==> src/rtl/mul_share_ctrl.sv <==
// mul_share_ctrl
// Sequencer and two-port round-robin arbiter in front of the shared 32x32
// unsigned multiplier. Handles the RISC-V M-extension multiplies (MUL, MULH,
// MULHSU, MULHU). Signed operands become magnitudes on accept, the unsigned
// product is sign-corrected in CALC, and the selected 32-bit half is returned
// to the requesting port.
//
// Ports
//   clk, rst              clock, asynchronous active-high reset
//   req_valid[1:0]        per-port request valid (bit i = port i)
//   req_ready[1:0]        per-port accept, one-hot or zero
//   req_a0/req_b0/req_op0 port 0 operands and op code
//   req_a1/req_b1/req_op1 port 1 operands and op code
//   resp_valid[1:0]       per-port response valid, one-hot or zero
//   resp_ready[1:0]       per-port response accept
//   resp_data[31:0]       result for the port flagged in resp_valid
//
// Op codes: 00 MUL (low), 01 MULH (s x s), 10 MULHSU (s x u), 11 MULHU (u x u)

module mul_share_ctrl #(
    parameter int N_PORTS = 2
) (
    input  logic               clk,
    input  logic               rst,
    input  logic [N_PORTS-1:0] req_valid,
    output logic [N_PORTS-1:0] req_ready,
    input  logic [31:0]        req_a0,
    input  logic [31:0]        req_b0,
    input  logic [31:0]        req_a1,
    input  logic [31:0]        req_b1,
    input  logic [1:0]         req_op0,
    input  logic [1:0]         req_op1,
    output logic [N_PORTS-1:0] resp_valid,
    input  logic [N_PORTS-1:0] resp_ready,
    output logic [31:0]        resp_data
);

    typedef enum logic [1:0] {
        IDLE = 2'd0,
        CALC = 2'd1,
        RESP = 2'd2
    } state_t;

    state_t      state, state_nxt;
    logic        last;
    logic        id;
    logic [31:0] ma, mb;
    logic        neg;
    logic [1:0]  op;
    logic [63:0] prod;

    // Round-robin grant: a lone requester always wins; on a conflict the port
    // that was not served last time wins.
    logic gnt_any, gnt_id;
    assign gnt_any = |req_valid;
    assign gnt_id  = req_valid[1] & (~req_valid[0] | ~last);

    logic accept, resp_done;
    assign accept    = (state == IDLE) & gnt_any & ~rst;
    assign resp_done = (state == RESP) & resp_ready[id];

    always_comb begin
        req_ready = '0;
        if (accept)
            req_ready[gnt_id] = 1'b1;
    end

    // Operands of the granted port and their sign handling. MUL only needs the
    // low half, which is identical for signed and unsigned, so it stays unsigned.
    logic [31:0] a_sel, b_sel;
    logic [1:0]  op_sel;
    logic        sa, sb;
    assign a_sel  = gnt_id ? req_a1  : req_a0;
    assign b_sel  = gnt_id ? req_b1  : req_b0;
    assign op_sel = gnt_id ? req_op1 : req_op0;
    assign sa     = a_sel[31] & ((op_sel == 2'b01) | (op_sel == 2'b10));
    assign sb     = b_sel[31] & (op_sel == 2'b01);

    // Shared multiplier datapath. Magnitudes are unsigned, so -2^31 maps to
    // 0x80000000 and needs no special case. The negate sits in the same cycle.
    logic [63:0] mul_p, prod_nxt;
    assign mul_p    = {32'h0, ma} * {32'h0, mb};
    assign prod_nxt = neg ? (64'h0 - mul_p) : mul_p;

    always_comb begin
        state_nxt = state;
        unique case (state)
            IDLE:    if (accept)    state_nxt = CALC;
            CALC:                   state_nxt = RESP;
            RESP:    if (resp_done) state_nxt = IDLE;
            default:                state_nxt = IDLE;
        endcase
    end

    always_ff @(posedge clk or posedge rst) begin
        if (rst) state <= IDLE;
        else     state <= state_nxt;
    end

    always_ff @(posedge clk or posedge rst) begin
        if (rst) begin
            last       <= 1'b1;
            id         <= 1'b0;
            ma         <= '0;
            mb         <= '0;
            neg        <= 1'b0;
            op         <= 2'b00;
            prod       <= '0;
            resp_valid <= '0;
            resp_data  <= '0;
        end else begin
            if (accept) begin
                id  <= gnt_id;
                op  <= op_sel;
                ma  <= sa ? (32'h0 - a_sel) : a_sel;
                mb  <= sb ? (32'h0 - b_sel) : b_sel;
                neg <= sa ^ sb;
            end
            if (state == CALC) begin
                prod       <= prod_nxt;
                resp_data  <= (op == 2'b00) ? prod_nxt[31:0] : prod_nxt[63:32];
                resp_valid <= 2'b01 << id;
            end
            if (resp_done) begin
                last       <= id;
                resp_valid <= '0;
            end
        end
    end

endmodule

==> config.mk <==
export PLATFORM = sky130hd
export DESIGN_NAME = mul_share_ctrl
export DESIGN_NICKNAME = d
export VERILOG_FILES = /design/src/rtl/mul_share_ctrl.sv
export SDC_FILE = /design/constraint.sdc
export NUM_CORES = 2
export LEC_CHECK = 0
export ABC_AREA = 1
export BUFFER_PORTS_ARGS = -buffer_cell sky130_fd_sc_hd__buf_2
export CAP_MARGIN = 10
export CELL_PAD_IN_SITES_DETAIL_PLACEMENT = 1
export CELL_PAD_IN_SITES_GLOBAL_PLACEMENT = 2
export CORE_MARGIN = 2
export CORE_UTILIZATION = 41
export CTS_BUF_LIST = sky130_fd_sc_hd__clkbuf_2 sky130_fd_sc_hd__clkbuf_4 sky130_fd_sc_hd__clkbuf_8
export CTS_CLUSTER_DIAMETER = 200
export CTS_CLUSTER_SIZE = 20
export DETAILED_ROUTE_END_ITERATION = 7
export GPL_TIMING_DRIVEN = 0
export MAX_ROUTING_LAYER = met4
export PLACE_DENSITY_LB_ADDON = 0.05
export SYNTH_ARGS = -nofsm -noshare
export SYNTH_HDL_FRONTEND = slang
export SYNTH_SLANG_ARGS = --single-unit
==> constraint.sdc <==
create_clock -name clk -period 17.51 [get_ports clk]
set_input_delay 5.253 -clock clk [delete_from_list [all_inputs] [get_ports clk]]
set_output_delay 5.253 -clock clk [all_outputs]
set_load 0.05 [all_outputs]
==> impl_metrics.py <==
metrics = {
    "status": {
        "status": "finished clean",
    },
    "routing": {
        "routed_via_density": 5.197,
        "wl_met3_um": 15080,
        "wl_per_cell_um": 25.86,
        "post-route-drc-count": 0,
        "drtAntennaViolNets": 0,
        "dr.first_iter.drc_count": 3413,
        "via_count": 41856,
        "totalWireLength_um": 208300,
        "drt-met1-wl_um": 84890,
        "dr_wl_met2_um": 96690,
        "routed.top_layer": "met4",
        "first_pass_iters": 6,
    },
    "global_route": {
        "antenna_found_initial": 9,
        "grt_pass1_wl_um": 303200,
        "track_usage": 0.3875,
        "grt_pass1_vias": 44296,
        "grt_max_degree": 69,
        "grt_overflow": 0,
    },
    "layout": {
        "nets": 7930,
        "drive_above_1_share": 0.05487,
        "nFillCells": 14282,
        "area_delta_synth_final_pct": 6.657,
    },
    "sta": {
        "worst_pin_slew_ns": 1.406,
        "finClkSkew_ns": 0.03060,
        "slew_violations": 0,
        "fin_crit_sh": 0.7236,
        "rsz0062_at_grt": "false",
        "hold_viol": 0,
        "fin_crit_ns": 12.67,
        "setup_viol": 0,
        "setup_tns_ns": 0,
        "max_slew_margin": 0.06294,
        "max_freq_ghz": 0.07892,
    },
    "floorplanning": {
        "std_cell_rows": 121,
        "dieHeight_um": 335.8,
        "die-area_mm2": 0.1128,
        "coreArea_mm2": 0.1090,
        "initial_utilization": 0.4142,
        "die_w_um": 335.8,
        "num_io_pins": 174,
    },
    "worst_setup_path": {
        "r2r-start": "ma[21]$_DFFE_PP0P_",
        "cp.required_ns": 12.26,
        "reg2reg_depth": 34,
        "cp-start-kind": "primary input",
        "path_class": "in -> out",
        "cp_data_arrival_time_ns": 7.42,
        "cp_max_fo": 10,
        "worst_setup_path_end_kind": "output pin",
        "cp-startpoint": "rst",
        "r2r_slack_ns": 7.01,
        "r2r_end": "resp_data[16]$_DFFE_PP0P_",
    },
    "clock_network": {
        "cts.sinks": 105,
        "cts_resized": 0,
        "h-tree-depth": 3,
        "cts_tree": "done",
        "cts-root-buf": "clkbuf_8",
        "cts_setup_buffers": 0,
        "path_clk_slew_ns": 0.13,
        "clock_latency_ns": 0.47,
        "clockBufferDepth": 2,
        "cts_hold_buf": 0,
        "cts_buffers": 9,
    },
    "worst_hold_path": {
        "hold_path_depth": 2,
        "hold_start": "resp_data[16]$_DFFE_PP0P_",
        "min_path_type": "reg -> reg",
        "worstHoldEndpoint": "resp_data[16]$_DFFE_PP0P_",
    },
    "logic_synthesis": {
        "synth_edf_count": 0,
        "yosys.cell_types.count": 50,
        "ys_seq_area_frac": 0.05823,
        "yosys_warnings": 0,
        "ys_ff_latch": 105,
        "syn_nets": 7738,
        "syn_avg_cell_area_um2": 7.014,
        "synthesis.area_mm2": 0.04515,
        "synthCells": 6437,
        "synth-async-reset-ratio": 1.000,
        "ys.flop_type": "dfrtp_1",
    },
    "place": {
        "portBuffers": 173,
        "place_hpwl_um": 180200,
        "gp_congestion": 1.063,
    },
    "run": {
        "max_cap_viol_count": 0,
    },
}
-- per-stage QoR --
stage	setup WS, ns	util	hold WS (ns)	cells	instance area (um^2)
after detailed placement	4.899	0.4395	0.4734	8030	47900
after floorplan	5.432	-	0.4429	6437	45150
final	4.839	0.4418	0.5016	8054	48150
after CTS	4.894	0.4414	0.5029	8046	48110
after global placement	3.659	0.4384	0.4644	8024	47780
after global routing	4.737	0.4417	0.5367	8052	48150
-- layout by cell type (no fill, tap or decap), types with 15 or more instances in the layout --
cell type and instances:
nand2_1 1977, inv_1 1830, fa_1 896, clkbuf_1 275, nor2_1 269, ha_1 267, buf_2 189, nand3_1 172
o21ai_0 148, a21oi_1 117, dfrtp_1 104, xor2_1 48, nand2_2 30, nand4_1 29, nor2_2 25, inv_2 24
or2_2 24, mux2i_1 18, o21ai_1 16, nor3_1 15
-- worst max-delay path by stage --
stage | end | slack (ns) | cells past startpoint
after floorplan | req_ready[1] | 5.43 | 5
after global placement | req_ready[0] | 3.66 | 7
after detailed placement | req_ready[1] | 4.90 | 9
after CTS | req_ready[1] | 4.89 | 9
after global routing | req_ready[1] | 4.74 | 9
final | req_ready[0] | 4.84 | 7
-- flip-flops by register name, summed over array words and instances (netlist names) --
name / cells
ma: 32
id: 1
resp_valid: 2
resp_data: 32
last: 1
neg: 1
op: 2
mb: 32
state: 2
-- synthesized netlist by cell type (4+ instances only) --
cell,instances,area (um^2)
buf_2,16,80.08
nor2_2,25,156.4
nor4_1,8,50.05
fa_1,896,17940
nand3_2,12,120.1
nand2_2,30,187.7
a21oi_1,117,585.6
o21ai_2,6,52.55
mux2i_1,18,180.2
clkbuf_1,275,1032
a31oi_1,10,62.56
o21bai_1,13,97.59
nand3b_1,12,90.09
nand2_1,1977,7421
nor2_1,269,1010
nand4_1,29,181.4
dfrtp_1,104,2603
o21ai_0,148,740.7
nor3_1,15,75.07
buf_1,14,52.55
nor2_4,8,90.09
nand3_1,172,860.8
inv_2,24,90.09
or2_2,24,150.1
clkinv_1,4,15.01
xnor2_1,14,122.6
buf_6,4,45.04
inv_1,1831,6873
ha_1,267,3341
xor2_1,48,420.4
o21ai_1,16,80.08
-- cells by family (layout without fill, tap and decap cells) --
kind of cell	after synthesis	in the layout	synth area share
simple gates	2597	2597	0.2341
compound gates	324	324	0.03899
fa+ha+maj	1163	1163	0.4713
xor+xnor	62	62	0.01203
flops	105	105	0.05823
buf+inv	2168	2365	0.1814
other cells	0	6	0
mux	18	18	0.003991
-- per-layer routing --
layer | track usage | vias up
met1 | 0.4885 | 21447
met2 | 0.6194 | 1483
met4 | 0.1693 | 0
li1 | - | 18532
met3 | 0.05859 | 394
met5 | - | -
-- critical path: stages --
cell      delay, ns
buf_2          0.13
nor4_2         0.22
buf_4          0.24
inv_2          0.14
clkbuf_1       0.35
nor2_1         0.66
buf_2          0.39
-- cell type report --
| class | instances | area (um^2) | share of cell area |
|---|---|---|---|
| diodes | 6 | 15.01 | 0.0003118 |
| multi-input cells | 4164 | 34340 | 0.7131 |
| clock buffers | 9 | 123.9 | 0.002572 |
| clock inverters | 7 | 86.33 | 0.001793 |
| repair buffers | 181 | 999.7 | 0.02076 |
| plain buffers | 309 | 1210 | 0.02513 |
| inverters | 1859 | 6983 | 0.1450 |
| flip-flops and latches | 105 | 2629 | 0.05459 |
| well taps | 1414 | 1769 | 0.03674 |
Power is left out: the tool's default activity adds up to more than one toggle a clock period on the data nets, which glitch-free logic cannot reach.
